===== config.mk =====
export PLATFORM = sky130hd
export DESIGN_NAME = i2c_frame_monitor_flat
export DESIGN_NICKNAME = d
export VERILOG_FILES = /design/src/rtl/i2c_frame_monitor_if.sv /design/src/rtl/i2c_frame_monitor.sv /design/src/flat_wrapper.sv
export SDC_FILE = /design/constraint.sdc
export NUM_CORES = 1
export LEC_CHECK = 0
export ABC_AREA = 1
export BUFFER_PORTS_ARGS = -buffer_cell sky130_fd_sc_hd__buf_2
export CAP_MARGIN = 15
export CORE_ASPECT_RATIO = 1.5
export CORE_MARGIN = 2
export CORE_UTILIZATION = 35
export CTS_CLUSTER_SIZE = 14
export DETAILED_ROUTE_END_ITERATION = 12
export PLACE_DENSITY = 0.62
export SLEW_MARGIN = 20
export SYNTH_ARGS = -nofsm -noshare
export SYNTH_HDL_FRONTEND = slang
export SYNTH_SLANG_ARGS = --single-unit

===== constraint.sdc =====
create_clock -name clk_in -period 4.3 [get_ports clk_in]
set_input_delay 0.645 -clock clk_in [delete_from_list [all_inputs] [get_ports clk_in]]
set_output_delay 0.645 -clock clk_in [all_outputs]
set_load 0.05 [all_outputs]

===== src/rtl/i2c_frame_monitor_if.sv =====
// Bus and status bundle for the passive I2C frame monitor.
// The monitor owns the "master" view: it reads the bus lines and drives the
// decoded status. The "slave" view belongs to whatever drives the bus lines
// and consumes the status (generator side / status logic / bench).
interface i2c_frame_monitor_if #(
    parameter int CNT_W = 4
);
    logic             scl_in;
    logic             sda_in;
    logic             start_det;
    logic             stop_det;
    logic             byte_valid;
    logic [7:0]       byte_data;
    logic             byte_ack;
    logic             byte_first;
    logic             frame_done;
    logic [CNT_W-1:0] frame_bytes;
    logic             err_partial;
    logic             err_timeout;
    logic             busy;

    modport master (
        input  scl_in,
        input  sda_in,
        output start_det,
        output stop_det,
        output byte_valid,
        output byte_data,
        output byte_ack,
        output byte_first,
        output frame_done,
        output frame_bytes,
        output err_partial,
        output err_timeout,
        output busy
    );

    modport slave (
        output scl_in,
        output sda_in,
        input  start_det,
        input  stop_det,
        input  byte_valid,
        input  byte_data,
        input  byte_ack,
        input  byte_first,
        input  frame_done,
        input  frame_bytes,
        input  err_partial,
        input  err_timeout,
        input  busy
    );
endinterface


===== src/rtl/i2c_frame_monitor.sv =====
// Passive I2C frame decoder. Synchronises SCL/SDA into clk_in, detects
// START/STOP/SCL rises, assembles bytes plus ACK bit, and summarises each
// frame (byte count, partial-byte and stall errors). Never drives the bus.
module i2c_frame_monitor #(
    parameter int SYNC_STAGES    = 2,
    parameter int TIMEOUT_CYCLES = 4096,
    parameter int CNT_W          = 4
) (
    input  logic                clk_in,
    input  logic                reset_in,
    i2c_frame_monitor_if.master mon
);

    // Fewer than two synchroniser flops would not be metastability safe.
    localparam int SYNC_N = (SYNC_STAGES < 2) ? 2 : SYNC_STAGES;
    localparam int TMR_W  = $clog2(TIMEOUT_CYCLES + 1);
    localparam logic [TMR_W-1:0] TMR_LAST = TMR_W'(TIMEOUT_CYCLES - 1);
    localparam logic [CNT_W-1:0] CNT_MAX  = '1;

    typedef enum logic [1:0] {
        ST_IDLE,
        ST_DATA,
        ST_ACK
    } state_t;

    // Synchroniser chains and one-cycle-delayed copies of their outputs.
    logic [SYNC_N-1:0] scl_sync_q;
    logic [SYNC_N-1:0] sda_sync_q;
    logic              scl_p_q;
    logic              sda_p_q;
    logic              scl_s;
    logic              sda_s;

    // Decoder state.
    state_t            state_q, state_d;
    logic [2:0]        bit_cnt_q, bit_cnt_d;
    logic [7:0]        shift_q, shift_d;
    logic [CNT_W-1:0]  cnt_q, cnt_d;
    logic              first_q, first_d;
    logic [TMR_W-1:0]  timer_q, timer_d;

    // Registered outputs.
    logic              start_det_q, start_det_d;
    logic              stop_det_q, stop_det_d;
    logic              byte_valid_q, byte_valid_d;
    logic [7:0]        byte_data_q, byte_data_d;
    logic              byte_ack_q, byte_ack_d;
    logic              byte_first_q, byte_first_d;
    logic              frame_done_q, frame_done_d;
    logic [CNT_W-1:0]  frame_bytes_q, frame_bytes_d;
    logic              err_partial_q, err_partial_d;
    logic              err_timeout_q, err_timeout_d;
    logic              busy_q, busy_d;

    // Bus events seen in the synchronised domain.
    logic              start_c;
    logic              stop_c;
    logic              scl_rise;
    logic              scl_fall;
    logic              partial_c;

    assign scl_s = scl_sync_q[SYNC_N-1];
    assign sda_s = sda_sync_q[SYNC_N-1];

    // SDA may only count as START/STOP while SCL is stable high in both samples,
    // so a simultaneous SCL edge can never be mistaken for a condition.
    assign start_c  = scl_p_q & scl_s & sda_p_q & ~sda_s;
    assign stop_c   = scl_p_q & scl_s & ~sda_p_q & sda_s;
    assign scl_rise = ~scl_p_q & scl_s;
    assign scl_fall = scl_p_q & ~scl_s;

    // A frame cut short is "partial" when any bit of the current byte arrived.
    assign partial_c = (state_q == ST_ACK) ||
                       ((state_q == ST_DATA) && (bit_cnt_q != 3'd0));

    // Synchronise the asynchronous bus lines; reset to the idle-bus level.
    always_ff @(posedge clk_in) begin
        if (!reset_in) begin
            scl_sync_q <= '1;
            sda_sync_q <= '1;
            scl_p_q    <= 1'b1;
            sda_p_q    <= 1'b1;
        end else begin
            scl_sync_q <= {scl_sync_q[SYNC_N-2:0], mon.scl_in};
            sda_sync_q <= {sda_sync_q[SYNC_N-2:0], mon.sda_in};
            scl_p_q    <= scl_s;
            sda_p_q    <= sda_s;
        end
    end

    // Decoder state and output registers.
    always_ff @(posedge clk_in) begin
        if (!reset_in) begin
            state_q       <= ST_IDLE;
            bit_cnt_q     <= '0;
            shift_q       <= '0;
            cnt_q         <= '0;
            first_q       <= 1'b0;
            timer_q       <= '0;
            start_det_q   <= 1'b0;
            stop_det_q    <= 1'b0;
            byte_valid_q  <= 1'b0;
            byte_data_q   <= '0;
            byte_ack_q    <= 1'b0;
            byte_first_q  <= 1'b0;
            frame_done_q  <= 1'b0;
            frame_bytes_q <= '0;
            err_partial_q <= 1'b0;
            err_timeout_q <= 1'b0;
            busy_q        <= 1'b0;
        end else begin
            state_q       <= state_d;
            bit_cnt_q     <= bit_cnt_d;
            shift_q       <= shift_d;
            cnt_q         <= cnt_d;
            first_q       <= first_d;
            timer_q       <= timer_d;
            start_det_q   <= start_det_d;
            stop_det_q    <= stop_det_d;
            byte_valid_q  <= byte_valid_d;
            byte_data_q   <= byte_data_d;
            byte_ack_q    <= byte_ack_d;
            byte_first_q  <= byte_first_d;
            frame_done_q  <= frame_done_d;
            frame_bytes_q <= frame_bytes_d;
            err_partial_q <= err_partial_d;
            err_timeout_q <= err_timeout_d;
            busy_q        <= busy_d;
        end
    end

    // Next-state and output decode: STOP/START first, then SCL activity, stall last.
    always_comb begin
        state_d       = state_q;
        bit_cnt_d     = bit_cnt_q;
        shift_d       = shift_q;
        cnt_d         = cnt_q;
        first_d       = first_q;
        timer_d       = timer_q;
        start_det_d   = 1'b0;
        stop_det_d    = 1'b0;
        byte_valid_d  = 1'b0;
        byte_data_d   = byte_data_q;
        byte_ack_d    = byte_ack_q;
        byte_first_d  = byte_first_q;
        frame_done_d  = 1'b0;
        frame_bytes_d = frame_bytes_q;
        err_partial_d = 1'b0;
        err_timeout_d = 1'b0;
        busy_d        = busy_q;

        if (stop_c) begin
            stop_det_d = 1'b1;
            timer_d    = '0;
            if (state_q != ST_IDLE) begin
                frame_done_d  = 1'b1;
                frame_bytes_d = cnt_q;
                err_partial_d = partial_c;
                busy_d        = 1'b0;
                state_d       = ST_IDLE;
            end
        end else if (start_c) begin
            // Plain or repeated START; a repeated one also closes the old frame.
            start_det_d = 1'b1;
            timer_d     = '0;
            if (state_q != ST_IDLE) begin
                frame_done_d  = 1'b1;
                frame_bytes_d = cnt_q;
                err_partial_d = partial_c;
            end
            state_d   = ST_DATA;
            bit_cnt_d = '0;
            cnt_d     = '0;
            first_d   = 1'b1;
            busy_d    = 1'b1;
        end else if (state_q != ST_IDLE) begin
            if (scl_rise || scl_fall) begin
                timer_d = '0;
            end else begin
                timer_d = timer_q + 1'b1;
            end

            if (scl_rise) begin
                if (state_q == ST_DATA) begin
                    shift_d   = {shift_q[6:0], sda_s};
                    bit_cnt_d = bit_cnt_q + 3'd1;
                    if (bit_cnt_q == 3'd7) begin
                        state_d = ST_ACK;
                    end
                end else begin
                    byte_valid_d = 1'b1;
                    byte_data_d  = shift_q;
                    byte_ack_d   = ~sda_s;
                    byte_first_d = first_q;
                    first_d      = 1'b0;
                    cnt_d        = (cnt_q == CNT_MAX) ? cnt_q : cnt_q + 1'b1;
                    bit_cnt_d    = '0;
                    state_d      = ST_DATA;
                end
            end else if (!scl_fall && (timer_q == TMR_LAST)) begin
                // SCL stalled: close the frame with the complete bytes only.
                err_timeout_d = 1'b1;
                frame_done_d  = 1'b1;
                frame_bytes_d = cnt_q;
                busy_d        = 1'b0;
                timer_d       = '0;
                bit_cnt_d     = '0;
                state_d       = ST_IDLE;
            end
        end else begin
            timer_d = '0;
        end
    end

    assign mon.start_det   = start_det_q;
    assign mon.stop_det    = stop_det_q;
    assign mon.byte_valid  = byte_valid_q;
    assign mon.byte_data   = byte_data_q;
    assign mon.byte_ack    = byte_ack_q;
    assign mon.byte_first  = byte_first_q;
    assign mon.frame_done  = frame_done_q;
    assign mon.frame_bytes = frame_bytes_q;
    assign mon.err_partial = err_partial_q;
    assign mon.err_timeout = err_timeout_q;
    assign mon.busy        = busy_q;

endmodule


===== src/flat_wrapper.sv =====
// flat-port wrapper written by rule: the top's interface ports become plain ports
module i2c_frame_monitor_flat 
#(
    parameter int SYNC_STAGES    = 2,
    parameter int TIMEOUT_CYCLES = 4096,
    parameter int CNT_W          = 4
)
  (clk_in, reset_in, mon_scl_in, mon_sda_in, mon_start_det, mon_stop_det, mon_byte_valid, mon_byte_data, mon_byte_ack, mon_byte_first, mon_frame_done, mon_frame_bytes, mon_err_partial, mon_err_timeout, mon_busy);
  i2c_frame_monitor_if #(.CNT_W(CNT_W)) mon_i ();
  input  logic clk_in;
  input  logic reset_in;
  input wire logic [$bits(mon_i.scl_in)-1:0] mon_scl_in;
  input wire logic [$bits(mon_i.sda_in)-1:0] mon_sda_in;
  output wire logic [$bits(mon_i.start_det)-1:0] mon_start_det;
  output wire logic [$bits(mon_i.stop_det)-1:0] mon_stop_det;
  output wire logic [$bits(mon_i.byte_valid)-1:0] mon_byte_valid;
  output wire logic [$bits(mon_i.byte_data)-1:0] mon_byte_data;
  output wire logic [$bits(mon_i.byte_ack)-1:0] mon_byte_ack;
  output wire logic [$bits(mon_i.byte_first)-1:0] mon_byte_first;
  output wire logic [$bits(mon_i.frame_done)-1:0] mon_frame_done;
  output wire logic [$bits(mon_i.frame_bytes)-1:0] mon_frame_bytes;
  output wire logic [$bits(mon_i.err_partial)-1:0] mon_err_partial;
  output wire logic [$bits(mon_i.err_timeout)-1:0] mon_err_timeout;
  output wire logic [$bits(mon_i.busy)-1:0] mon_busy;
  assign mon_i.scl_in = mon_scl_in;
  assign mon_i.sda_in = mon_sda_in;
  assign mon_start_det = mon_i.start_det;
  assign mon_stop_det = mon_i.stop_det;
  assign mon_byte_valid = mon_i.byte_valid;
  assign mon_byte_data = mon_i.byte_data;
  assign mon_byte_ack = mon_i.byte_ack;
  assign mon_byte_first = mon_i.byte_first;
  assign mon_frame_done = mon_i.frame_done;
  assign mon_frame_bytes = mon_i.frame_bytes;
  assign mon_err_partial = mon_i.err_partial;
  assign mon_err_timeout = mon_i.err_timeout;
  assign mon_busy = mon_i.busy;
  i2c_frame_monitor #(.SYNC_STAGES(SYNC_STAGES), .TIMEOUT_CYCLES(TIMEOUT_CYCLES), .CNT_W(CNT_W)) u_core (.clk_in(clk_in), .reset_in(reset_in), .mon(mon_i));
endmodule

==> results.py <==
metrics = {
    "status": {
        "status": "finished clean",
    },
    "die": {
        "dieArea_mm2": 0.00780,
        "rows": 37,
        "die_x_um": 72.8,
        "start_util_pct": 36.2,
        "core_mm2": 0.00685,
        "die_height_um": 107,
        "ios": 25,
    },
    "yosys": {
        "yosysUniqueCellTypes": 34,
        "synth_enable_flop_cells": 0,
        "synth_top_cell_area_share_pct": 46.8,
        "yosys_register_bits": 58,
        "syn_area_mm2": 0.00248,
        "syn_inst": 311,
        "syn_avg_cell_area_um2": 7.98,
        "yosys.area.top_type": "dfxtp_1",
        "yosysSeqAreaShare_pct": 46.8,
        "synthArstFlopShare_pct": 0,
        "syn-num-nets": 323,
        "synth_flop_cell": "dfxtp_1",
        "yosysWarnings": 0,
        "netlist_top_cells_area": "dfxtp_1 47%, nor2_1 11%, nand2_1 6.8%",
    },
    "setup_path": {
        "path_class": "reg -> reg",
        "critPathTopFamily": "simple AND/OR/NAND/NOR gates",
        "cp_max_fo": 12,
        "path_buf_inv": 2,
        "cp.required_ns": 4.54,
        "cp_cell_sequence": "ha_1 > nand2_1 > nor2_4 > inv_1 > nand2_1 > nor3_2 > inv_2 > nor2_1 > nor2_1",
        "worst_ep_arrival_time_ns": 2.25,
        "slowest_stage": "nor3_2",
        "endpoint_kind": "flop",
        "cp-start-kind": "flop",
        "cp_slowest_stage_delay_ns": 0.55,
    },
    "global_route": {
        "grt_pass1_vias": 1830,
        "track_usage_pct": 13.5,
        "grt_pass1_wl_um": 8030,
        "grt_max_degree": 31,
        "grt_overflow": 0,
        "antenna_found_initial": 0,
    },
    "sta": {
        "rsz0062_at_grt": "false",
        "period_share_pct": 46.7,
        "setup_slack_ns": 2.29,
        "min_period_ns": 2.01,
        "max_freq_mhz": 497,
        "finalSetupTns_ns": 0,
        "setup_violations": 0,
        "tightest_slew_ns": 0.714,
        "relSlewSlack_pct": 52.2,
        "slew_viol_final": 0,
        "hold_violations": 0,
        "fin_worst_skew_ns": 0.00556,
    },
    "pwr": {
        "power_density_mw_per_mm2": 415,
        "p_leak_nw": 1.30,
        "power_mw": 1.19,
        "ir_drop_uv": 180,
    },
    "routing": {
        "drt-wirelength-per-cell_um": 11.3,
        "wl_met2_um": 2350,
        "drc_errors": 0,
        "drtIter0Drc": 111,
        "route.met3.wl_um": 150,
        "topRoutingLayerUsed": "met4",
        "ant_nets": 0,
        "wl_met1_um": 2130,
        "via_per_inst": 4.65,
        "vias": 1963,
        "drt_pass1_iterations": 4,
        "drt_wl_total_um": 4760,
    },
    "clocking": {
        "clk_latency_ns": 0.34,
        "cts_root_buf": "clkbuf_8",
        "cts.sink_count": 58,
        "numCtsBuffers": 9,
        "cts_setup_buffers": 0,
        "cts_max_path_buffers": 2,
        "clkTransAtPathRegs_ns": 0.06,
        "cts_tree": "done",
        "cts_max_level": 3,
        "hold_buffers": 0,
        "cts_resized": 0,
    },
    "cells_and_area": {
        "nNetsFinal": 351,
        "n_antenna_cell": 0,
        "final_common_cell": "nor2_1",
        "most-common-layout-cells": "71 x nor2_1, 58 x dfxtp_1, 45 x nand2_1",
        "layout-drive-gt1-share_pct": 20.9,
        "syn_to_final_growth_pct": 15.7,
        "stdcell_area_mm2": 0.00287,
        "final_util_pct": 41.9,
    },
    "placement": {
        "numPortBuffers": 24,
        "dpl_cell_area_mm2": 0.00265,
        "hpwl_um": 3410,
        "place_congestion": 0.790,
        "dp_slack_ns": 2.00,
    },
    "min_path": {
        "hold_class": "reg -> reg",
    },
    "run": {
        "max_cap_viol_count": 0,
    },
}
[final timing paths]
path / slack (ns) / depth (start not counted) / end / from
max: 2.29 / 9 / u_core.mon.byte_data[0]$_SDFFE_PN0P_ / u_core.scl_p_q$_SDFF_PN1_
min: 0.42 / 1 / u_core.scl_sync_q[1]$_SDFF_PN1_ / u_core.scl_sync_q[0]$_SDFF_PN1_
max reg2reg: 2.29 / 9 / u_core.mon.byte_data[0]$_SDFFE_PN0P_ / u_core.scl_p_q$_SDFF_PN1_
min reg2reg: 0.42 / 1 / u_core.scl_sync_q[1]$_SDFF_PN1_ / u_core.scl_sync_q[0]$_SDFF_PN1_
[cells in the mapped netlist, types with 2 or more instances]
master	n
nor2_1	71
dfxtp_1	58
nand2_1	45
inv_1	28
o21ai_0	18
a21oi_1	11
nand3_1	11
ha_1	8
inv_2	5
xor2_1	5
nand2_2	4
nor2_4	4
nor3_2	4
or2_2	4
clkbuf_1	3
nand2_4	3
nand3_2	3
nor2_2	3
nor3b_1	3
a22oi_1	2
a31oi_1	2
buf_6	2
nand3_4	2
nand3b_1	2
[cell type report]
cell class	count	area, um^2
Fill cell	699	3980
Sequential cell	58	1160
Multi-Input combinational cell	212	1150
Clock buffer	11	141
Inverter	34	128
Timing Repair Buffer	24	120
Tap cell	78	97.6
Clock inverter	5	77.6
[report_power, final]
group          switching (mW)  internal (mW)
clock network           0.212          0.340
registers             0.00687          0.549
logic                  0.0615         0.0233
[flip-flops by register name, indices dropped and copies added (netlist names), 3 cells and up]
signal and cells:
u_core.mon.byte_data 8, u_core.shift_q 8, u_core.cnt_q 4, u_core.mon.frame_bytes 4, u_core.bit_cnt_q 3, u_core.timer_q 13
[stage by stage]
stage / hold slack, ns / cells
after floorplan: 0.393 / 311
after global routing: 0.429 / 422
after detailed placement: 0.404 / 406
final: 0.416 / 422
after CTS: 0.418 / 422
after global placement: 0.399 / 406
[metal layers]
metal  vias up  GRT usage [%]
li1       1034              -
met1       886           14.8
met2        34           22.1
met3         9           3.95
met4         0           8.60
met5         -              0
[kinds of logic after synthesis]
logic type               Yosys count  synth area share [%]
XOR/XNOR                           6                  2.12
AND/OR/NAND/NOR                  162                  32.2
AO/OA/AOI/OAI                     36                  7.91
buffers and inverters             41                  7.01
adder cells (fa/ha/maj)            8                  4.03
flip-flops                        58                  46.8
Note: power is estimated with default switching activity, not from simulation.
